==> config.mk <==
export PLATFORM = sky130hd
export DESIGN_NAME = riscv_id_opgen
export DESIGN_NICKNAME = d
export VERILOG_FILES = /design/src/rtl/riscv_id_opgen.sv
export SDC_FILE = /design/constraint.sdc
export NUM_CORES = 1
export LEC_CHECK = 0
export BUFFER_PORTS_ARGS = -buffer_cell sky130_fd_sc_hd__clkbuf_2
export CORE_AREA = 4 4 287 289
export DETAILED_ROUTE_END_ITERATION = 7
export DIE_AREA = 0 0 291 293
export PLACE_DENSITY = 0.44
export SLEW_MARGIN = 5
export SYNTH_ARGS = -nofsm -noshare
export SYNTH_HDL_FRONTEND = slang
export SYNTH_HIERARCHICAL = 1
export SYNTH_SLANG_ARGS = --single-unit
==> constraint.sdc <==
create_clock -name clk -period 3.2 [get_ports clk]
set_input_delay 0 -clock clk [delete_from_list [all_inputs] [get_ports clk]]
set_output_delay 0 -clock clk [all_outputs]
set_load 0.1 [all_outputs]
==> src/rtl/riscv_id_opgen.sv <==
// Decode / operand-generation stage: builds registered opA/opB for the ALU,
// forwards from EX/MEM/WB and inserts bubbles on RAW and load-use hazards.
module riscv_id_fwd #(
  parameter int XLEN = 64
) (
  input  logic [4:0]      i_rs,
  input  logic [XLEN-1:0] i_rfv,
  input  logic [XLEN-1:0] i_alu_r,
  input  logic            i_alu_bubble,
  input  logic [4:0]      i_ex_rd,
  input  logic            i_ex_load,
  input  logic [XLEN-1:0] i_mem_r,
  input  logic            i_mem_bubble,
  input  logic [4:0]      i_mem_rd,
  input  logic [XLEN-1:0] i_wb_r,
  input  logic            i_wb_we,
  input  logic [4:0]      i_wb_dst,
  output logic [XLEN-1:0] o_val
);
  // A load's alu_r is an address, never the loaded data.
  always_comb begin
    o_val = i_rfv;
    if (i_rs == 5'd0)                                       o_val = '0;
    else if (!i_alu_bubble && i_ex_rd == i_rs && !i_ex_load) o_val = i_alu_r;
    else if (!i_mem_bubble && i_mem_rd == i_rs)             o_val = i_mem_r;
    else if (i_wb_we && i_wb_dst == i_rs)                   o_val = i_wb_r;
  end
endmodule

module riscv_id_opgen #(
  parameter int              XLEN    = 64,
  parameter int              ILEN    = 64,
  parameter logic [XLEN-1:0] PC_INIT = XLEN'('h200)
) (
  input  logic            clk,
  input  logic            rstn,
  input  logic            ex_stall,
  input  logic            pipe_flush,
  input  logic [XLEN-1:0] if_pc,
  input  logic [ILEN-1:0] if_instr,
  input  logic            if_bubble,
  output logic            id_stall,
  output logic [4:0]      rf_src1,
  output logic [4:0]      rf_src2,
  input  logic [XLEN-1:0] rf_srcv1,
  input  logic [XLEN-1:0] rf_srcv2,
  input  logic [XLEN-1:0] alu_r,
  input  logic            alu_bubble,
  input  logic [4:0]      ex_rd,
  input  logic            ex_load,
  input  logic [XLEN-1:0] mem_r,
  input  logic            mem_bubble,
  input  logic [4:0]      mem_rd,
  input  logic [XLEN-1:0] wb_r,
  input  logic            wb_we,
  input  logic [4:0]      wb_dst,
  output logic [XLEN-1:0] id_pc,
  output logic [ILEN-1:0] id_instr,
  output logic            id_bubble,
  output logic [XLEN-1:0] opA,
  output logic [XLEN-1:0] opB
);
  localparam logic [6:0] OPC_LUI = 7'h37, OPC_AUIPC = 7'h17, OPC_JAL = 7'h6f, OPC_JALR = 7'h67;
  localparam logic [6:0] OPC_BR = 7'h63, OPC_LD = 7'h03, OPC_ST = 7'h23, OPC_IMM = 7'h13;
  localparam logic [6:0] OPC_IMM32 = 7'h1b, OPC_OP = 7'h33, OPC_OP32 = 7'h3b, OPC_SYS = 7'h73;

  logic [31:0]           w_ins;
  logic [6:0]            w_opc, w_id_opc;
  logic [2:0]            w_f3;
  logic [4:0]            w_id_rd;
  logic                  w_csr_r, w_csr_i, w_use1, w_use2, w_id_wr;
  logic                  w_raw, w_lu, w_hazard;
  logic [1:0][4:0]       w_rs;
  logic [1:0][XLEN-1:0]  w_rfv, w_val;
  logic [XLEN-1:0]       w_imm_i, w_imm_s, w_imm_u, w_imm_j, w_a, w_b;

  assign w_ins   = if_instr[31:0];
  assign w_opc   = w_ins[6:0];
  assign w_f3    = w_ins[14:12];
  assign rf_src1 = w_ins[19:15];
  assign rf_src2 = w_ins[24:20];
  assign w_rs    = {rf_src2, rf_src1};
  assign w_rfv   = {rf_srcv2, rf_srcv1};

  assign w_csr_r = (w_opc == OPC_SYS) && (w_f3[2] == 1'b0) && (w_f3[1:0] != 2'b00);
  assign w_csr_i = (w_opc == OPC_SYS) && w_f3[2] && (w_f3[1:0] != 2'b00);

  always_comb begin
    w_use1 = 1'b0;
    w_use2 = 1'b0;
    case (w_opc)
      OPC_JALR, OPC_LD, OPC_IMM, OPC_IMM32: w_use1 = 1'b1;
      OPC_BR, OPC_ST, OPC_OP, OPC_OP32: begin w_use1 = 1'b1; w_use2 = 1'b1; end
      OPC_SYS:                              w_use1 = w_csr_r;
      default: ;
    endcase
  end

  // Destination of the instruction sitting in the ID output register.
  assign w_id_opc = id_instr[6:0];
  assign w_id_rd  = id_instr[11:7];
  always_comb begin
    w_id_wr = 1'b0;
    case (w_id_opc)
      OPC_LUI, OPC_AUIPC, OPC_JAL, OPC_JALR, OPC_LD,
      OPC_IMM, OPC_IMM32, OPC_OP, OPC_OP32: w_id_wr = 1'b1;
      OPC_SYS:                             w_id_wr = (id_instr[14:12] != 3'd0);
      default: ;
    endcase
  end

  assign w_raw = !id_bubble && w_id_wr && (w_id_rd != 5'd0) &&
                 ((w_use1 && w_id_rd == rf_src1) || (w_use2 && w_id_rd == rf_src2));
  assign w_lu  = !alu_bubble && ex_load &&
                 ((w_use1 && rf_src1 != 5'd0 && ex_rd == rf_src1) ||
                  (w_use2 && rf_src2 != 5'd0 && ex_rd == rf_src2));
  assign w_hazard = !if_bubble && (w_raw || w_lu);
  assign id_stall = rstn && (ex_stall || w_hazard);

  genvar g;
  generate
    for (g = 0; g < 2; g++) begin : g_src
      riscv_id_fwd #(.XLEN(XLEN)) u_fwd (
        .i_rs(w_rs[g]), .i_rfv(w_rfv[g]),
        .i_alu_r(alu_r), .i_alu_bubble(alu_bubble), .i_ex_rd(ex_rd), .i_ex_load(ex_load),
        .i_mem_r(mem_r), .i_mem_bubble(mem_bubble), .i_mem_rd(mem_rd),
        .i_wb_r(wb_r), .i_wb_we(wb_we), .i_wb_dst(wb_dst),
        .o_val(w_val[g])
      );
    end
  endgenerate

  assign w_imm_i = XLEN'($signed(w_ins[31:20]));
  assign w_imm_s = XLEN'($signed({w_ins[31:25], w_ins[11:7]}));
  assign w_imm_u = XLEN'($signed({w_ins[31:12], 12'h000}));
  assign w_imm_j = XLEN'($signed({w_ins[31], w_ins[19:12], w_ins[20], w_ins[30:21], 1'b0}));

  always_comb begin
    w_a = '0;
    w_b = '0;
    case (w_opc)
      OPC_LUI:                      w_b = w_imm_u;
      OPC_AUIPC:           begin w_a = if_pc;    w_b = w_imm_u; end
      OPC_JAL:             begin w_a = w_val[0]; w_b = w_imm_j; end
      OPC_JALR, OPC_IMM, OPC_IMM32, OPC_LD:
                           begin w_a = w_val[0]; w_b = w_imm_i; end
      OPC_ST:              begin w_a = w_val[0]; w_b = w_imm_s; end
      OPC_OP, OPC_OP32, OPC_BR:
                           begin w_a = w_val[0]; w_b = w_val[1]; end
      OPC_SYS: begin
        if (w_csr_r) w_a = w_val[0];
        if (w_csr_i) w_b = XLEN'(w_ins[19:15]);
      end
      default: ;
    endcase
  end

  always_ff @(posedge clk) begin
    if (!rstn) begin
      id_bubble <= 1'b1;
      id_pc     <= PC_INIT;
      id_instr  <= ILEN'('h13);
      opA       <= '0;
      opB       <= '0;
    end else if (pipe_flush) begin
      id_bubble <= 1'b1;
    end else if (!ex_stall) begin
      if (w_hazard) begin
        id_bubble <= 1'b1;
      end else begin
        id_pc     <= if_pc;
        id_instr  <= if_instr;
        id_bubble <= if_bubble;
        opA       <= w_a;
        opB       <= w_b;
      end
    end
  end
endmodule

---- After elaboration in Yosys (flattened, before gate mapping) ----
Index checks and enable logic that the tools add are counted.
cells by class
  muxes and demuxes ....................... 16
  equality and inequality tests ........... 30
  reductions and logical operators ........ 50
  bitwise gates (word level) .............. 5
operators by type and width
  kind                count
  $mux 64             9
  $pmux 64 s6         1
  $pmux 64 s3         1
  $eq 7x6->1 const B  7
  $eq 7x7->1 const B  7
  $eq 7x5->1 const B  6
  $eq 5x5->1          8
  $logic_and 1x1->1   25
  $reduce_or 9->1     2
  $reduce_bool 5->1   3
  $eq 7x2->1 const B  2
  $logic_not 5->1     2
  $reduce_or 4->1     2
  $reduce_or 8->1     1
  $logic_not 1->1     5
  $mux 5              1
  $not 1->1           5
  $logic_or 1x1->1    4
  $pmux 1 s2          2
  $reduce_or 2->1     2
  $reduce_and 3->1    1
  $reduce_bool 3->1   1
  $reduce_or 3->1     1
  $mux 1              2
  $reduce_bool 2->1   1
storage, ports and cells
  bits of input ports ..................... 472
  output and inout bits ................... 268
  logic and storage cells ................. 106
  register bits ........................... 257

---- Depth between registers and ports, before layout ----
  word-level depth ........................ 12
  depth in mapped cells ................... 11
  depth with buffers taken out ............ 9

---- By module ----
The synthesis kept the hierarchy.
by module, submodules not included
  module          area each (µm²)  instances  cells each  sequential area each (µm²)
  riscv_id_opgen  12339.3          1          1571        5144.9
  riscv_id_fwd    2591.2           2          315         0.0

---- Least setup slack after synthesis ----
Ideal clock, no wire load.
  path type ............................... register -> output
  start point ............................. register id_instr[11]
  end point ............................... output id_stall
  buffers on the path ..................... 1
  cell stages (with the launch flop) ...... 8
  path slack .............................. -0.340 ns
  arrival ................................. 3.540 ns
  data required time ...................... 3.200 ns
  path through ............................ dfxtp_1 -> xor2_1 -> nor3_1 -> a32oi_1 -> a2111oi_2 -> a211oi_1 -> clkbuf_1 -> nor2_1
between the ends
  cells in the longest elaborated chain, start to end .. 8
  elaborated cells on any way between the ends .. 12
  those cells by class .................... 2 x eq/ne; 10 x reduce/logical
RTL lines
  what                    RTL line  text
  from (decl)             58        output logic [ILEN-1:0] id_instr,
  from (signal assigned)  162       id_instr <= ILEN'('h13);
  from (signal assigned)  172       id_instr <= if_instr;
  $eq 5x5->1              113       ((w_use1 && w_id_rd == rf_src1) || (w_use2 && w_id_rd == rf_src2));
  $logic_and 1x1->1       113
  $logic_or 1x1->1        113
  $logic_and 1x1->1 *     112       assign w_raw = !id_bubble && w_id_wr && (w_id_rd != 5'd0) &&
  $logic_or 1x1->1 *      117       assign w_hazard = !if_bubble && (w_raw || w_lu);
  $logic_and 1x1->1 *     117
  $logic_or 1x1->1 *      118       assign id_stall = rstn && (ex_stall || w_hazard);
  $logic_and 1x1->1 *     118
  to (decl)               42        output logic id_stall,
Every way passes the cells marked *; elsewhere a longest branch is shown, timed or not.

==> reports/qor.txt <==
Vias: 20400
Post-synthesis compound-gate area fraction: 0.286
Die X: 291 um
WL/cell: 24.7 um
Power Total: 10.6 mW
DP Cell Count: 3848
Syn Inst Count: 2201
Final setup fails: 0
Buffers on Ports: 739
1st-pass router iterations: 7
Fmax: 320 MHz
Initial Utilization: 0.219
Yosys warnings: 6
Async S/R FF share, synth: 0
Synth Flop Type: dfxtp_1
Setup CP Type: in -> reg
Total track usage: 0.225
Layout net count: 3528
Crit start category: input port
Worst Tran Pin Value: 1.05 ns
Register area share after synthesis: 0.294
Peak supply drop: 0.285 mV
RSZ-0062 raised after global routing: no
PwrDens: 410 nW/um^2
Simple-gate share of the synthesized area: 0.150
DR DRC count: 0
Lkg Pwr: 10.7 nW
H-tree levels: 2
Layout Cells excl Fill: 4141
Later-pin clock latency in the skew report: 0.56 ns
IO Pins: 740
Required @ worst endpoint: 3.67 ns
Post-synthesis mux area share: 0.145
EDFF count, synth: 0
Hold depth: 5
Fin crit period: 3.12 ns
Clk slew on worst S/H paths: 0.06 ns
Final period utilization: 0.975
Fin Setup TNS: 0 ns
Clock Skew: 0.0290 ns
TritonCTS clock tree: done
#FFs+latches synth: 257
Layout fillers: 8697
Die Height: 293 um
Most frequent CP cell: dlygate4sd3_1
CTS Buf Count: 35
Synth area leader: dfxtp_1
RR Endpoint: id_instr[1]
Vias in the first global route: 20900
Post-Syn Nets: 2673
Crit-path cells: dlygate4sd3_1, clkbuf_2, xor2_4, or4_4, o31a_4, buf_12, buf_4, a221oi_2, dlygate4sd3_1, nand2_1, a32oi_1
# rows: 104
HP Class: in -> reg
Core area: 79900 um^2
PnR worst setup slack: 0.0787 ns
CP max FO: 24
Largest net degree at the start of global routing: 183
Crit-path max cell delay: 0.71 ns
P&R area growth vs syn: 47.5%
Final WL: 102000 um
CP arrival: 3.59 ns
Final hold vios: 0
WHS Endpoint: opB[31]
Via/cell ratio: 4.93
Post-synth cell types: 59
Worst setup EP type: flop
Final Cell Area: 25800 um^2
Reg2reg setup slack: 0.19 ns
Syn avg cell area: 7.96 um^2
Synth top area share: 0.294
Layout cell share with drive strength beyond 1: 0.336
GPL Wtd Cong: 0.875
Max Slew Vio Count: 0
Area after DPL: 22300 um^2
Initial antenna violation count: 9
R2R cell count: 10
Max-cap violations: 0
Synth area leaders: dfxtp_1 (29%), mux2i_1 (14%), a221oi_2 (10%), nand2_1 (10%), o21ai_0 (4.4%)
Clk buf depth: 3
Place WS: 0.314 ns
Initial DRC Count: 1321
Routed Antenna Nets: 0
Post-synthesis xor/xnor area fraction: 0.0240
Worst r2r src: id_instr[6]
Outcome: completed
DP Wirelength: 76800 um
Die area: 85300 um^2
HP Start: alu_r[31]
Largest family of logic cells by synthesized area: compound AO/OA/AOI/OAI gates
CP max-delay cell: or4_4
Post-Synth Adder-Cell Area: 0
First-pass GRT wire length: 145000 um
Slew margin rel.: 0.302
Clock root buffer: clkbuf_16
Cell Area, Synth: 17500 um^2
Global route overflow: 0
CTS sink count: 257
cell usage after synthesis (4+ instances only):
cell,n
nand2_1,478
dfxtp_1,257
mux2i_1,253
o21ai_0,155
clkbuf_1,145
inv_1,132
a221oi_2,120
o21ai_1,112
a21oi_1,72
nand3_1,70
a31oi_1,65
a32oi_1,55
xor2_1,30
a22oi_1,28
buf_2,23
buf_4,18
buf_6,18
xnor2_1,18
buf_1,14
a221oi_1,13
buf_8,12
nor2_1,12
nor3_1,11
nor4_1,8
and3_1,7
o211ai_1,6
o31a_1,6
a211oi_1,4
a22o_1,4
clkbuf_4,4
nand2b_1,4
nand4_1,4
worst max-delay path: cells and delay by family:
family          cells  cell delay, ns
simple gates        2            0.77
buf+inv             5            1.75
xor+xnor            1            0.26
compound gates      3            0.73
stage by stage:
stage	utilization	hold WS [ns]
3_5_place_dp	0.280	0.235
6_report	0.323	0.0434
2_1_floorplan	-	0.114
5_1_grt	0.323	0.0261
4_1_cts	0.322	0.00165
3_3_place_gp	0.280	0.234
cells in the final DEF, fill, tap and decap left out, drive strengths merged, types with 72 or more instances in the layout:
master / instances
buf: 88
dlygate4sd3: 229
a221oi: 133
o21ai: 267
dfxtp: 257
clkbuf: 782
a21oi: 72
inv: 137
nand2: 478
mux2i: 253
routing by layer:
layer,global-route usage,vias up,part of all wire
li1,-,9600,-
met4,0.0562,2,0.026
met5,0,-,0.00013
met1,0.289,9896,0.43
met2,0.387,810,0.48
met3,0.0439,122,0.068
area by class of cell:
type | count | area [um^2] | share of cell area
Inverter | 137 | 518 | 0.0200
Sequential cell | 257 | 5140 | 0.199
Multi-Input combinational cell | 1574 | 10800 | 0.417
Tap cell | 1060 | 1330 | 0.0513
Timing Repair Buffer | 1051 | 6950 | 0.269
Clock inverter | 10 | 119 | 0.00460
Antenna cell | 4 | 10.0 | 0.000387
Clock buffer | 48 | 1000 | 0.0389
cells by family after synthesis:
kind of cell | Yosys count
and+or+nand+nor | 618
AOI/OAI and AO/OA | 653
DFF | 257
muxes | 254
xor gates and xnor gates | 48
buffers and inverters | 371
where the power goes:
part | switching (mW) | internal (mW)
clock network | 1.67 | 2.35
logic | 2.21 | 0.934
registers | 0.0851 | 3.34
total | 3.97 | 6.63
worst max path at each step:
stage	depth (start not counted)	end	slack, ns	start
after floorplan	7	id_stall	0.12	id_instr[11]
after global placement	11	opB[3]	0.33	ex_rd[1]
after detailed placement	11	id_pc[59]	0.31	id_instr[13]
after CTS	11	id_instr[1]	0.03	id_instr[13]
after global routing	11	id_instr[1]	0.008	if_instr[2]
final	11	opB[46]	0.08	if_instr[20]
flip-flops by register name, indices dropped and copies added (netlist names):
| register | count |
|---|---|
| opA | 64 |
| id_instr | 64 |
| id_bubble | 1 |
| id_pc | 64 |
| opB | 64 |
timing repair:
item                                    4_1_cts  5_1_grt
setup buffers                                 0        1
hold buffers                                229        0
endpoints found under the hold margin       250        0
resized for setup                             0       11
endpoints found under the setup margin        0       15
(Power assumes the default switching activity.)
